File: src/rtl/programmable_clock_divider.sv
// Programmable integer clock divider with glitch-free divisor updates at period boundaries.
// Optional tick output (one pulse per period) is enabled by defining PCLKDIV_TICK_EN.
module programmable_clock_divider #(
  parameter int WIDTH       = 8,
  parameter int DEFAULT_DIV = 2
) (
  input  logic             clk_in,
  input  logic             reset_n,
  input  logic             en,
  input  logic             load,
  input  logic [WIDTH-1:0] div_val,
  output logic             clk_out,
  output logic             pend,
  output logic             err
`ifdef PCLKDIV_TICK_EN
  ,
  output logic             tick
`endif
);

  typedef enum logic {IDLE, RUN} state_t;

  localparam logic [WIDTH-1:0] ONE   = WIDTH'(1);
  localparam logic [WIDTH-1:0] TWO   = WIDTH'(2);
  localparam logic [WIDTH-1:0] DEF_N = WIDTH'(DEFAULT_DIV);

  state_t           state_q, state_d;
  logic [WIDTH-1:0] cnt_q, cnt_d;
  logic [WIDTH-1:0] n_q, n_d;
  logic [WIDTH-1:0] p_q, p_d;
  logic [WIDTH-1:0] hi_d;
  logic [WIDTH:0]   n_plus1;
  logic             pend_q, pend_d;
  logic             err_q, err_d;
  logic             clk_d;
  logic             load_ok, load_bad, boundary, apply;

  always_comb begin
    load_ok  = load && (div_val >= TWO);
    load_bad = load && !load_ok;
    boundary = (state_q == RUN) && (cnt_q == n_q - ONE);
    apply    = (state_q == IDLE) || boundary;

    // Pending divisor is promoted first; a load on the same edge then re-arms pend.
    n_d    = n_q;
    p_d    = p_q;
    pend_d = pend_q;
    if (apply && pend_q) begin
      n_d    = p_q;
      pend_d = 1'b0;
    end
    if (load_ok) begin
      p_d    = div_val;
      pend_d = 1'b1;
    end
    err_d = err_q | load_bad;

    state_d = state_q;
    cnt_d   = cnt_q;
    case (state_q)
      IDLE: begin
        cnt_d = '0;
        if (en) state_d = RUN;
      end
      RUN: begin
        if (boundary) begin
          cnt_d   = '0;
          state_d = en ? RUN : IDLE;
        end else begin
          cnt_d = cnt_q + ONE;
        end
      end
      default: begin
        state_d = IDLE;
        cnt_d   = '0;
      end
    endcase

    // HI computed one bit wider so N = 2^WIDTH-1 does not overflow.
    n_plus1 = {1'b0, n_d} + {{WIDTH{1'b0}}, 1'b1};
    hi_d    = n_plus1[WIDTH:1];
    clk_d   = (state_d == RUN) && (cnt_d < hi_d);
  end

  always_ff @(posedge clk_in or negedge reset_n) begin
    if (!reset_n) begin
      state_q <= IDLE;
      cnt_q   <= '0;
      n_q     <= DEF_N;
      p_q     <= DEF_N;
      pend_q  <= 1'b0;
      err_q   <= 1'b0;
      clk_out <= 1'b0;
    end else begin
      state_q <= state_d;
      cnt_q   <= cnt_d;
      n_q     <= n_d;
      p_q     <= p_d;
      pend_q  <= pend_d;
      err_q   <= err_d;
      clk_out <= clk_d;
    end
  end

  assign pend = pend_q;
  assign err  = err_q;

`ifdef PCLKDIV_TICK_EN
  logic tick_d;
  assign tick_d = (state_d == RUN) && (cnt_d == '0);

  always_ff @(posedge clk_in or negedge reset_n) begin
    if (!reset_n) tick <= 1'b0;
    else          tick <= tick_d;
  end
`endif

endmodule

File: config.mk
export PLATFORM = sky130hd
export DESIGN_NAME = programmable_clock_divider
export DESIGN_NICKNAME = d
export VERILOG_FILES = /design/src/rtl/programmable_clock_divider.sv
export SDC_FILE = /design/constraint.sdc
export NUM_CORES = 1
export LEC_CHECK = 0
export ABC_AREA = 1
export CAP_MARGIN = 5
export CORE_ASPECT_RATIO = 1.5
export CORE_MARGIN = 2
export CORE_UTILIZATION = 50
export CTS_CLUSTER_SIZE = 14
export DETAILED_ROUTE_END_ITERATION = 16
export PLACE_DENSITY = 0.81
export SLEW_MARGIN = 20
export SYNTH_ARGS = -nofsm -noshare
export SYNTH_HDL_FRONTEND = slang
export SYNTH_SLANG_ARGS = --single-unit
File: constraint.sdc
create_clock -name clk_in -period 3.9 [get_ports clk_in]
set_input_delay 0.39 -clock clk_in [delete_from_list [all_inputs] [get_ports clk_in]]
set_output_delay 0.39 -clock clk_in [all_outputs]
set_load 0.01 [all_outputs]
==> metrics.txt <==
CTS H-tree lvls=1; Post-DRT Antenna Nets=0; drt pass-1 iters=4; std cell rows=26; clk buf depth=2; Max Clock Freq=0.304 GHz; Routed Wire Length=3790 um; Final Power=1690 uW; Syn Area/Cell=7.58 um^2; pin count of the biggest net entering global routing=29; TritonCTS Buffers=3; critical setup path kind=flip-flop to flip-flop; Root Buffer Master=clkbuf_8; worst r2r src=n_q[1]$_DFF_PN1_; die width=53.3 um; Netlist cell types=30; Area Growth Syn to Fin=13.4%; Post-Syn Instances=240; clock tree from TritonCTS=yes; Ys Warns=0; top cell type's share of synthesized area=35.8%; worst vdd ir=0.534 mV; via count=1572; Reg2Reg Capture Point=clk_out$_DFF_PN0_; DRC Markers=0; synthesized net count=262; Die Span Y=77.9 um; CP Capture Type=flip-flop; first-pass GRT wire length=6770 um; Yosys reg bits=28; flop2flop setup slack=610 ps; WL per Instance=12.7 um; Slew Viols, Final=0; CP max-delay cell=dfstp_2; count of final hold-check violations=0; DP HPWL=3090 um; commonest non-fill, non-tap cells in the layout=nand2_1 (78), inv_1 (28), dfrtp_1 (26), nand3_1 (21), nor2_1 (16); max incr delay on CP=560 ps; Critical Path RT=4110 ps; vias in the first global route=1553; PostCTS Resize Cnt=0; cell count after placement=293; Final min period=3290 ps; fin nets=278; PD cells=820 nW/um^2; latest clock arrival within the worst-skew pair=280 ps; Synth Cell Area=1820 um^2; Initial Util=52.8%; Critical Path Source Type=flip-flop; overall routing resource usage=21.7%; cell taking the most area after synthesis=dfrtp_1; GRT overflow=0; Finish-stage setup viols=0; Final Skew=6.02 ps; Worst Tran Pin Value=476 ps; Crit Path Max Fanout=17; port bufs=14; run status=complete, no violations; Clock Sink Count=28; sequential element share of the synthesized area=38.7%; clock-pin slew on the worst setup and hold paths=100 ps; leak pwr=0.00105 uW; type of the worst min-delay path=input pin to asynchronous set/reset pin; hold_buf cts=0; critical path, cell by cell=inv_1, ha_1, inv_1, nand2_1, nand3b_1, nand2_1, inv_1, nand3_1, nor2_1, nand2_2, nand2_4, nand2_4, nand2_1, o21ai_2, inv_1, ha_1, nand2_1, nor2_2, xor2_1, ha_1, a21oi_1, nand2_1, a21oi_1; layout cells sized above 1=10.2%; GPL Wtd Cong=0.952; Rel. slew slack=68.3%; Vias per Instance=5.29; 1st-iter DRT viols=46; Final Cycle Share=84.3%; Post-CTS Setup Bufs=0; n_diodes=0; Cell Count, Final, Fillers Out=297; RSZ-0062 raised after global routing=no; die area=4150 um^2; most common cell after layout, fill and taps aside=nand2_1; initial antenna violation count=0; most frequent CP cell=nand2_1; setup TNS=0 ps; max_cap viols=0; Core ar.=3450 um^2; worst endpoint data arrival time=3500 ps; filler instances=327; I/O pin count=15; top cells by area, synth=dfrtp_1 (36%), nand2_1 (16%), ha_1 (6.9%); CP startpoint=n_q[1]$_DFF_PN1_; Worst R2R Path Depth=23
==> cell type report <==
type                    count  area, um^2  area share (%)
clock inverters             1        30.0            1.46
well taps                  42        52.6            2.55
clock buffers               3        41.3            2.00
inverters                  29         109            5.28
flip-flops and latches     28         703            34.1
multi-input cells         179         980            47.5
repair buffers             15         148            7.16
==> through the flow <==
step	setup WS, ps	hold slack [ps]	cell area [um^2]	util (%)
final	612	473	2060	59.8
after global routing	209	515	2060	59.8
after CTS	622	487	2060	59.8
after detailed placement	653	478	1990	57.8
after global placement	760	477	1990	57.8
after floorplan	970	94.4	1820	-
==> synth_stat cells <==
| cell type | number |
|---|---|
| nand2_1 | 78 |
| inv_1 | 28 |
| dfrtp_1 | 26 |
| nand3_1 | 21 |
| nor2_1 | 16 |
| ha_1 | 10 |
| a21oi_1 | 7 |
| xor2_1 | 7 |
| mux2_2 | 5 |
| nand3b_1 | 5 |
| nor2_2 | 5 |
| o21ai_0 | 5 |
| nand4_1 | 4 |
| nand2_2 | 3 |
| xnor2_1 | 3 |
| dfstp_2 | 2 |
| nand2_4 | 2 |
| and3_1 | 1 |
| buf_2 | 1 |
| buf_4 | 1 |
| buf_6 | 1 |
| clkbuf_1 | 1 |
| inv_2 | 1 |
| nand3_2 | 1 |
| nor3_1 | 1 |
| nor4_1 | 1 |
| o211ai_1 | 1 |
| o21ai_2 | 1 |
| o21bai_1 | 1 |
| or2_2 | 1 |
==> worst max-delay path: cells and delay by family, from the launching register on <==
kind	cells	cell delay, ps
AO/OA/AOI/OAI	3	330
XOR/XNOR	1	180
adder cells (fa/ha/maj)	3	720
buffers and inverters	4	280
flip-flops	1	560
AND/OR/NAND/NOR	12	1140
==> sequential cells by signal, indices dropped and copies added, names as in the netlist <==
name and cells:
cnt_q 8, n_q 8, p_q 8, clk_out 1
err 1, pend 1, state_q 1
==> worst max path at each step <==
stage / to / slack, ps / depth (start not counted)
after detailed placement: clk_out$_DFF_PN0_ / 650 / 23
after CTS: clk_out$_DFF_PN0_ / 620 / 23
final: clk_out$_DFF_PN0_ / 610 / 23
after global placement: clk_out$_DFF_PN0_ / 760 / 23
after floorplan: clk_out$_DFF_PN0_ / 970 / 24
after global routing: clk_out$_DFF_PN0_ / 210 / 24
==> where the power goes <==
part           leakage, uW  internal (uW)  switching [uW]  total [uW]
Sequential        0.000332            391             111         502
Clock            0.0000357            138            91.3         229
Combinational     0.000685            376             584         960
Total              0.00105            904             786        1690
==> cell families (layout without fill, tap and decap cells) <==
group	after synthesis	in the layout	synth area share, %
XOR/XNOR	10	10	4.81
multiplexers	5	5	3.09
adder cells (fa/ha/maj)	10	10	6.88
flip-flops	28	28	38.7
AO/OA/AOI/OAI	15	15	4.61
AND/OR/NAND/NOR	139	139	34.5
buffers and inverters	33	48	7.50
==> routing by layer <==
layer | vias up | routed length (um) | global-route usage (%)
li1 | 792 | - | -
met1 | 734 | 1530 | 25.2
met2 | 34 | 2020 | 37.5
met3 | 12 | 120 | 3.08
met4 | 0 | 114 | 10.0
met5 | - | 0 | 0
Power figures use the tool's default switching activity.
==> variant (config.mk and constraints unchanged) <==
Add a define of `PCLKDIV_TICK_EN`.
--- a/src/rtl/programmable_clock_divider.sv
+++ b/src/rtl/programmable_clock_divider.sv
@@ -1,5 +1,7 @@
 // Programmable integer clock divider with glitch-free divisor updates at period boundaries.
 // Optional tick output (one pulse per period) is enabled by defining PCLKDIV_TICK_EN.
+`define PCLKDIV_TICK_EN
+
 module programmable_clock_divider #(
   parameter int WIDTH       = 8,
   parameter int DEFAULT_DIV = 2
Check against the original RTL (old outputs only; new: tick): equivalent (equiv_simple and equiv_induct, registers matched by name and starting in step).
==> variant against the unedited design <==
  * Sequential cell count grew 1
  * Power up 4.3%
  * Routed wire length rose by 7.2%
  * Area after synthesis is 4.5% higher
  * Via count increased by 5.9%
  * Final area grew 5.8%
  * Worst setup slack better by 0.031 ns
==> variant: results <==
[setup_path]
path_max_fanout = 15
worst_ep_arrival_time_ns = 3.47
slowest_delay_ns = 0.54

[grt]
grt_pass1_vias = 1644
track_usage = 0.225
grt_pass1_wl_mm = 7.03
use_met2 = 0.390
use_met3 = 0.0449
grt_use_met1 = 0.238

[detailed_routing]
initialDrtViolationCount = 79
wl_met2_mm = 2.25
drt_first_pass_iters = 6
routed_wl_mm = 4.06
vias = 1664
drt-met1-wl_mm = 1.53
met3_length_um = 102

[timing]
maxSlewHeadroom = 0.671
fin_worst_skew_ns = 0.00985
min_period_over_period = 0.835

[final_layout]
nClkBuffers = 7
n_all_buffers = 16
inverters = 33
layout-drive-gt1-share = 0.140
buffer_area_frac = 0.0722
multi_input_area_share = 0.466
filler_cell_count = 323
final_nets = 293
clock_area_frac = 0.0464
seq_share = 0.334
multi_input_gates = 186

[placement]
gp_congestion = 0.974
hpwl_mm = 3.27
dp_slack_ns = 0.689
io_buffer_count = 15

[clocking]
clk_pin_slew_ns = 0.07
numCtsBuffers = 5
htreeDepth = 2

[logic_synthesis]
synth_area_leaders = dfrtp_1, nand2_1, ha_1
synth-seq-area-share = 0.383
synth_cell_types = 26
syn_nets = 274

[run_status]
run_status = finished clean

[pwr]
vdd_drop_max_uv = 536
p_leak_nw = 1.11
netSwitchingFraction = 0.469

[hold_path]
worstHoldPathType = reg -> reg
## variant: changes by cell type in the layout (fill, tap and decap cells not counted), moves of 4 or more
cell	unedited run	this run
nor2_1	16	23
nand2_2	3	8
nand2_1	78	71
clkbuf_8	3	7
nor2_2	5	9
inv_1	28	32
## variant: path summary, 6_finish.rpt
check | from | to | slack, ns | depth (start not counted)
hold / removal | err | err | 0.48 | 1
min in group asynchronous | reset_n | p_q[7] | 0.49 | 2
hold reg to reg | err | err | 0.48 | 1
setup reg to reg | n_q[1] | clk_out | 0.64 | 21
max in group asynchronous | reset_n | n_q[1] | 3.09 | 2
setup / recovery | n_q[1] | clk_out | 0.64 | 21
## variant: power groups by stage
stage          Sequential (mW)  Clock [mW]  Combinational, mW
4_1_cts                  0.513       0.273              0.982
6_report                 0.514       0.269              0.980
2_1_floorplan            0.482           0              0.779
5_1_grt                  0.527       0.285               1.14
3_3_place_gp             0.515           0              0.946
3_5_place_dp             0.518           0              0.972
## variant: through the flow
| stage | hold slack, ns | cell area (sq um) | util | std cells |
|---|---|---|---|---|
| finish | 0.483 | 2180 | 0.598 | 315 |
| global route | 0.515 | 2180 | 0.598 | 315 |
| CTS | 0.487 | 2180 | 0.598 | 315 |
| detailed placement | 0.473 | 2080 | 0.571 | 307 |
| global placement | 0.470 | 2080 | 0.571 | 307 |
| floorplan | 0.0944 | 1900 | - | 252 |
## variant: cells by family (layout without fill, tap and decap cells)
group,Yosys count,count (layout),synth area share
xor+xnor,10,10,0.0461
buf+inv,37,57,0.0810
flops,29,29,0.383
fa+ha+maj,10,10,0.0658
simple gates,147,147,0.353
compound gates,14,14,0.0415
mux,5,5,0.0296
